`src/rtl/sel_mux_pkg.sv`:
```
`default_nettype none
// ============================================================================
// Module   : sel_mux_pkg
// Desc     : Shared defaults, selection-mode encodings and the select-width
//            helper used by sel_mux and rr_arbiter.
// Revision : 1.0 - initial release
// ============================================================================
package sel_mux_pkg;

    localparam int DEFAULT_WIDTH    = 10;
    localparam int DEFAULT_CHANNELS = 4;

    // Selection modes
    localparam int MODE_SEL = 0;  // channel chosen by the external sel port
    localparam int MODE_RR  = 1;  // channel chosen by the round-robin arbiter

    // Width of a channel index; never narrower than one bit
    function automatic int sel_width(input int channels);
        return (channels > 2) ? $clog2(channels) : 1;
    endfunction

endpackage : sel_mux_pkg
`default_nettype wire

```
`src/rtl/sel_mux_rr_arbiter.sv`:
```
`default_nettype none
// ============================================================================
// Module   : rr_arbiter
// Desc     : Round-robin grant over CHANNELS requesters. The search starts at
//            the pointer and wraps; the pointer moves past the winner only
//            when the caller reports that the granted beat was taken.
// Revision : 1.0 - initial release
// ============================================================================
module rr_arbiter
    import sel_mux_pkg::*;
#(
    parameter int CHANNELS = DEFAULT_CHANNELS
) (
    input  logic                clk,
    input  logic                rst_n,
    input  logic [CHANNELS-1:0] req,
    input  logic                advance,
    output logic [CHANNELS-1:0] grant
);

    localparam int c_pw = sel_width(CHANNELS);

    logic [c_pw-1:0] r_ptr;
    logic [c_pw-1:0] w_next_ptr;
    logic            w_found;

    // Channel index k steps above the pointer, wrapped into range
    function automatic int wrap_idx(input int base, input int k);
        return (base + k) % CHANNELS;
    endfunction

    // First requester at or above the pointer wins; remember the slot after it
    always_comb begin
        grant      = '0;
        w_next_ptr = r_ptr;
        w_found    = 1'b0;
        for (int k = 0; k < CHANNELS; k++) begin
            if (!w_found && req[wrap_idx(int'(r_ptr), k)]) begin
                grant[wrap_idx(int'(r_ptr), k)] = 1'b1;
                w_next_ptr = c_pw'((wrap_idx(int'(r_ptr), k) + 1) % CHANNELS);
                w_found    = 1'b1;
            end
        end
    end

    // Pointer only moves on an actual transfer so stalls keep the same winner
    always_ff @(posedge clk or negedge rst_n) begin
        if (!rst_n) begin
            r_ptr <= '0;
        end else if (advance) begin
            r_ptr <= w_next_ptr;
        end
    end

endmodule : rr_arbiter
`default_nettype wire

```
`src/rtl/sel_mux.sv`:
```
`default_nettype none
// ============================================================================
// Module   : sel_mux
// Desc     : Multi-channel valid/ready selector with a single registered
//            output stage. Channel choice is either an external select or a
//            round-robin arbiter, fixed at elaboration by MODE.
// Revision : 1.0 - initial release
// ============================================================================
module sel_mux
    import sel_mux_pkg::*;
#(
    parameter int WIDTH    = DEFAULT_WIDTH,
    parameter int CHANNELS = DEFAULT_CHANNELS,
    parameter int MODE     = MODE_SEL
) (
    input  logic                           clk,
    input  logic                           rst_n,
    input  logic [CHANNELS*WIDTH-1:0]      in_data,
    input  logic [CHANNELS-1:0]            in_valid,
    output logic [CHANNELS-1:0]            in_ready,
    input  logic [sel_width(CHANNELS)-1:0] sel,
    output logic [WIDTH-1:0]               out_data,
    output logic                           out_valid,
    input  logic                           out_ready,
    output logic [sel_width(CHANNELS)-1:0] out_chan,
    output logic                           sel_err
);

    localparam int c_sw = sel_width(CHANNELS);

    logic [CHANNELS-1:0] w_grant;
    logic                w_load_en;
    logic                w_xfer;
    logic                w_sel_bad;
    logic [WIDTH-1:0]    w_sel_data;
    logic [c_sw-1:0]     w_grant_idx;

    logic                r_out_valid;
    logic [WIDTH-1:0]    r_out_data;
    logic [c_sw-1:0]     r_out_chan;
    logic                r_sel_err;

    // The output register can take a new beat when empty or being drained
    assign w_load_en = !r_out_valid || out_ready;
    // Grants are only ever raised on valid channels, so any grant is a transfer
    assign w_xfer    = w_load_en && (|w_grant);
    // Gating with rst_n keeps every channel refused while reset is held
    assign in_ready  = (rst_n && w_load_en) ? w_grant : '0;

    if (MODE == MODE_RR) begin : g_rr
        // Select is ignored in this mode; fold it away explicitly
        logic w_unused_sel;
        assign w_unused_sel = ^sel;
        assign w_sel_bad    = 1'b0;

        rr_arbiter #(
            .CHANNELS (CHANNELS)
        ) u_rr_arbiter (
            .clk     (clk),
            .rst_n   (rst_n),
            .req     (in_valid),
            .advance (w_xfer),
            .grant   (w_grant)
        );
    end else begin : g_sel
        localparam logic [c_sw:0] c_channels = (c_sw+1)'(CHANNELS);

        // Only the selected channel may be granted, and only if it is valid
        always_comb begin
            w_grant = '0;
            for (int i = 0; i < CHANNELS; i++) begin
                w_grant[i] = in_valid[i] && (sel == c_sw'(i));
            end
        end

        // An out-of-range select with pending data is flagged regardless of stall
        assign w_sel_bad = ({1'b0, sel} >= c_channels) && (|in_valid);
    end

    // Grant is one-hot, so OR-ing masked channels picks the winner without a wide index
    always_comb begin
        w_sel_data  = '0;
        w_grant_idx = '0;
        for (int i = 0; i < CHANNELS; i++) begin
            if (w_grant[i]) begin
                w_sel_data  = w_sel_data | in_data[i*WIDTH +: WIDTH];
                w_grant_idx = c_sw'(i);
            end
        end
    end

    // Output stage: load on transfer, clear valid on an idle load slot, hold on stall
    always_ff @(posedge clk or negedge rst_n) begin
        if (!rst_n) begin
            r_out_valid <= 1'b0;
            r_out_data  <= '0;
            r_out_chan  <= '0;
            r_sel_err   <= 1'b0;
        end else begin
            r_sel_err <= w_sel_bad;
            if (w_load_en) begin
                r_out_valid <= w_xfer;
                if (w_xfer) begin
                    r_out_data <= w_sel_data;
                    r_out_chan <= w_grant_idx;
                end
            end
        end
    end

    assign out_valid = r_out_valid;
    assign out_data  = r_out_data;
    assign out_chan  = r_out_chan;
    assign sel_err   = r_sel_err;

endmodule : sel_mux
`default_nettype wire

```
`config.mk`:
```
export PLATFORM = sky130hd
export DESIGN_NAME = sel_mux
export DESIGN_NICKNAME = d
export VERILOG_FILES = /design/src/rtl/sel_mux_pkg.sv /design/src/rtl/sel_mux_rr_arbiter.sv /design/src/rtl/sel_mux.sv
export SDC_FILE = /design/constraint.sdc
export NUM_CORES = 1
export LEC_CHECK = 0
export CORE_MARGIN = 4
export CORE_UTILIZATION = 32
export CTS_CLUSTER_DIAMETER = 120
export DETAILED_ROUTE_END_ITERATION = 8
export GPL_TIMING_DRIVEN = 0
export HOLD_SLACK_MARGIN = 0.1
export PLACE_DENSITY = 0.83
export REMOVE_ABC_BUFFERS = 1
export SETUP_SLACK_MARGIN = 0.15
export SYNTH_ARGS = -nofsm -noshare
export SYNTH_HDL_FRONTEND = slang
export SYNTH_HIERARCHICAL = 1
export SYNTH_SLANG_ARGS = --single-unit
```
`constraint.sdc`:
```
create_clock -name clk -period 1.3 [get_ports clk]
set_input_delay 0.26 -clock clk [delete_from_list [all_inputs] [get_ports clk]]
set_output_delay 0.26 -clock clk [all_outputs]
set_load 0.01 [all_outputs]
```
==> impl_metrics.json <==
{
  "postRouteAntennaNets": 0,
  "cts-htree-levels": 1,
  "vias": 1211,
  "relSlewSlack_pct": 55.2,
  "ioPinCount": 67,
  "crit_arrival_ns": 1.70,
  "cp-end-kind": "flip-flop",
  "grt_max_degree": 14,
  "grt_first_pass_wirelength_um": 6030,
  "global_route.peak_usage_layer": "met2",
  "cts_root_buffer": "clkbuf_4",
  "drtIter0Drc": 64,
  "cp-start-kind": "primary input",
  "drive_gt1_share_pct": 35.0,
  "viasPerCell": 5.02,
  "fillerInstances": 294,
  "final_nets": 247,
  "p_per_area_nw_per_um2": 841,
  "grt_use_total_pct": 18.9,
  "place_congestion": 0.701,
  "violations": "negative setup slack",
  "die-area_um2": 4140,
  "cts_sinks": 13,
  "use_met1_pct": 23.0,
  "grt_pass1_vias": 1195,
  "rsz0062_at_grt": "true",
  "required_ns": 1.47,
  "synth_area_leaders": "dfrtp_1 32%, nand3_1 16%, mux2_4 15%",
  "cts_buffer_depth": 2,
  "die_w_um": 64.3,
  "status": "finished, violations left",
  "syn_area_um2": 1010,
  "fp-row-count": 20,
  "final_cell_area_um2": 1840,
  "hold_path.class": "primary input to asynchronous set/reset pin",
  "grt_util_met3_pct": 2.99,
  "final-hold-violation-count": 0,
  "cts_buffers": 3,
  "die_h_um": 64.3,
  "ys_types": 22,
  "clk_pin_slew_ns": 0.09,
  "diodes": 0,
  "syn2layout_area_growth_pct": 81.6,
  "synth_top_area_share_pct": 32.1,
  "synth_warnings": 6,
  "place_hpwl_um": 2610,
  "met2_usage_pct": 34.0,
  "max_freq_mhz": 653,
  "yosysSeqAreaShare_pct": 32.1,
  "cellLeakagePower_nw": 0.876,
  "dpl_cell_area_um2": 1680,
  "ys_ff_latch": 13,
  "yosysTopAreaCell": "dfrtp_1",
  "finClkSkew_ns": 0.00398,
  "syn-instance-count": 122,
  "crit_type": "primary input to flip-flop",
  "fin_crit_sh_pct": 118,
  "wl_per_cell_um": 15.8,
  "peakVddDrop_v": 0.000321,
  "worst_slew_pin_slew_ns": 0.672,
  "grt_remaining_overflow": 0,
  "portBuffers": 65,
  "r2r_cells": 5,
  "slew_violations": 0,
  "syn_avg_cell_area_um2": 8.32,
  "finalSetupTns_ns": -2.90,
  "wirelength_um": 3810,
  "cts_tree": "built",
  "finalSetupViolCount": 15,
  "clock_latency_ns": 0.28,
  "route.detailed.drc": 0,
  "drv_cap": 0,
  "antenna_found_initial": 0,
  "timing.final.crit_period_ns": 1.53,
  "crit_fanout": 11,
  "setup_ws_ns": -0.231,
  "dr.pass1.iters": 4,
  "core_area_um2": 3050,
  "start_util_pct": 33.2
}
==> power by group <==
group / switching, mW / internal (mW) / leakage (nW)
clock network: 0.146 / 0.119 / 0.0150
logic: 0.299 / 0.458 / 0.696
registers: 0.0442 / 0.485 / 0.165
==> repair_timing <==
action	CTS	global route
cloned	0	1
hold buffers	1	0
pin swaps	6	3
gates resized for setup	102	12
buffers inserted	9	4
endpoints found under the hold margin	13	0
setup endpoints to repair	30	31
==> placed cells by master, fill, tap and decap left out, types with 2 or more instances in the layout <==
master	count
buf_2	17
buf_4	11
buf_6	3
clkbuf_4	3
clkdlybuf4s15_2	6
clkdlybuf4s50_1	40
dfrtp_1	12
inv_1	2
mux2_4	11
mux2i_1	2
nand2_1	24
nand2_2	2
nand3_1	31
nor2_2	2
nor3_2	3
o22a_1	10
==> final timing paths <==
path,slack (ns),startpoint,end
worst min-delay path,0.35,rst_n,out_data[2]$_DFFE_PN0P_
worst min register to register,0.52,out_data[5]$_DFFE_PN0P_,out_data[5]$_DFFE_PN0P_
max in group asynchronous,0.48,rst_n,out_valid$_DFFE_PN0N_
worst max-delay path,-0.23,in_valid[1],out_data[0]$_DFFE_PN0P_
min in group clk,0.52,out_data[5]$_DFFE_PN0P_,out_data[5]$_DFFE_PN0P_
worst max register to register,-0.20,out_valid$_DFFE_PN0N_,out_data[0]$_DFFE_PN0P_
==> kinds of logic (layout without fill, tap and decap cells) <==
group | Yosys count | in the layout | share of synthesized area [%]
AOI/OAI and AO/OA | 14 | 14 | 11.7
buffers and inverters | 13 | 88 | 6.78
DFF | 13 | 13 | 32.1
muxes | 13 | 13 | 17.9
other | 1 | 1 | 0.370
and+or+nand+nor | 68 | 68 | 31.2
==> cell usage after synthesis, drive strengths merged <==
master,instances
a221oi,1
a31oi,1
buf,4
clkbuf,6
conb,1
dfrtp,13
inv,3
mux2,11
mux2i,2
nand2,27
nand2b,2
nand3,32
nor2,2
nor2b,2
nor3,3
o21ai,2
o22a,10
==> routing by layer <==
layer / vias up / part of all wire, %
met5: - / 0
met4: 0 / 0.47
met3: 2 / 6.4
met2: 45 / 52
met1: 585 / 41
li1: 579 / -
==> flip-flops by register name, indices dropped and copies added (netlist names) <==
| signal | cells |
|---|---|
| out_valid | 1 |
| out_chan | 2 |
| out_data | 10 |
==> stage by stage <==
step	setup slack, ns	utilization, %	cells	hold WS, ns	power, mW
6_report	-0.231	60.4	241	0.350	1.55
5_1_grt	-0.251	60.4	241	0.380	1.66
4_1_cts	-0.248	58.2	236	0.417	1.51
3_5_place_dp	-1.11	55.0	222	0.496	1.21
3_3_place_gp	-1.80	54.5	221	0.488	1.19
2_1_floorplan	-0.789	-	112	-0.0356	0.803
==> layout make-up <==
type / count / area (um2) / area share [%]
repair buffers: 81 / 731 / 39.6
multi-input cells: 96 / 693 / 37.6
flip-flops and latches: 13 / 327 / 17.7
well taps: 44 / 55.1 / 2.99
clock buffers: 4 / 26.3 / 1.43
inverters: 3 / 11.3 / 0.611
==> worst max-delay path: stages <==
cell and delay (ns):
clkdlybuf4s15_2 0.33, inv_1 0.11, o21ai_1 0.32, a31oi_4 0.17, clkbuf_16 0.21, mux2_4 0.29
Note: power is estimated with default switching activity, not from simulation.
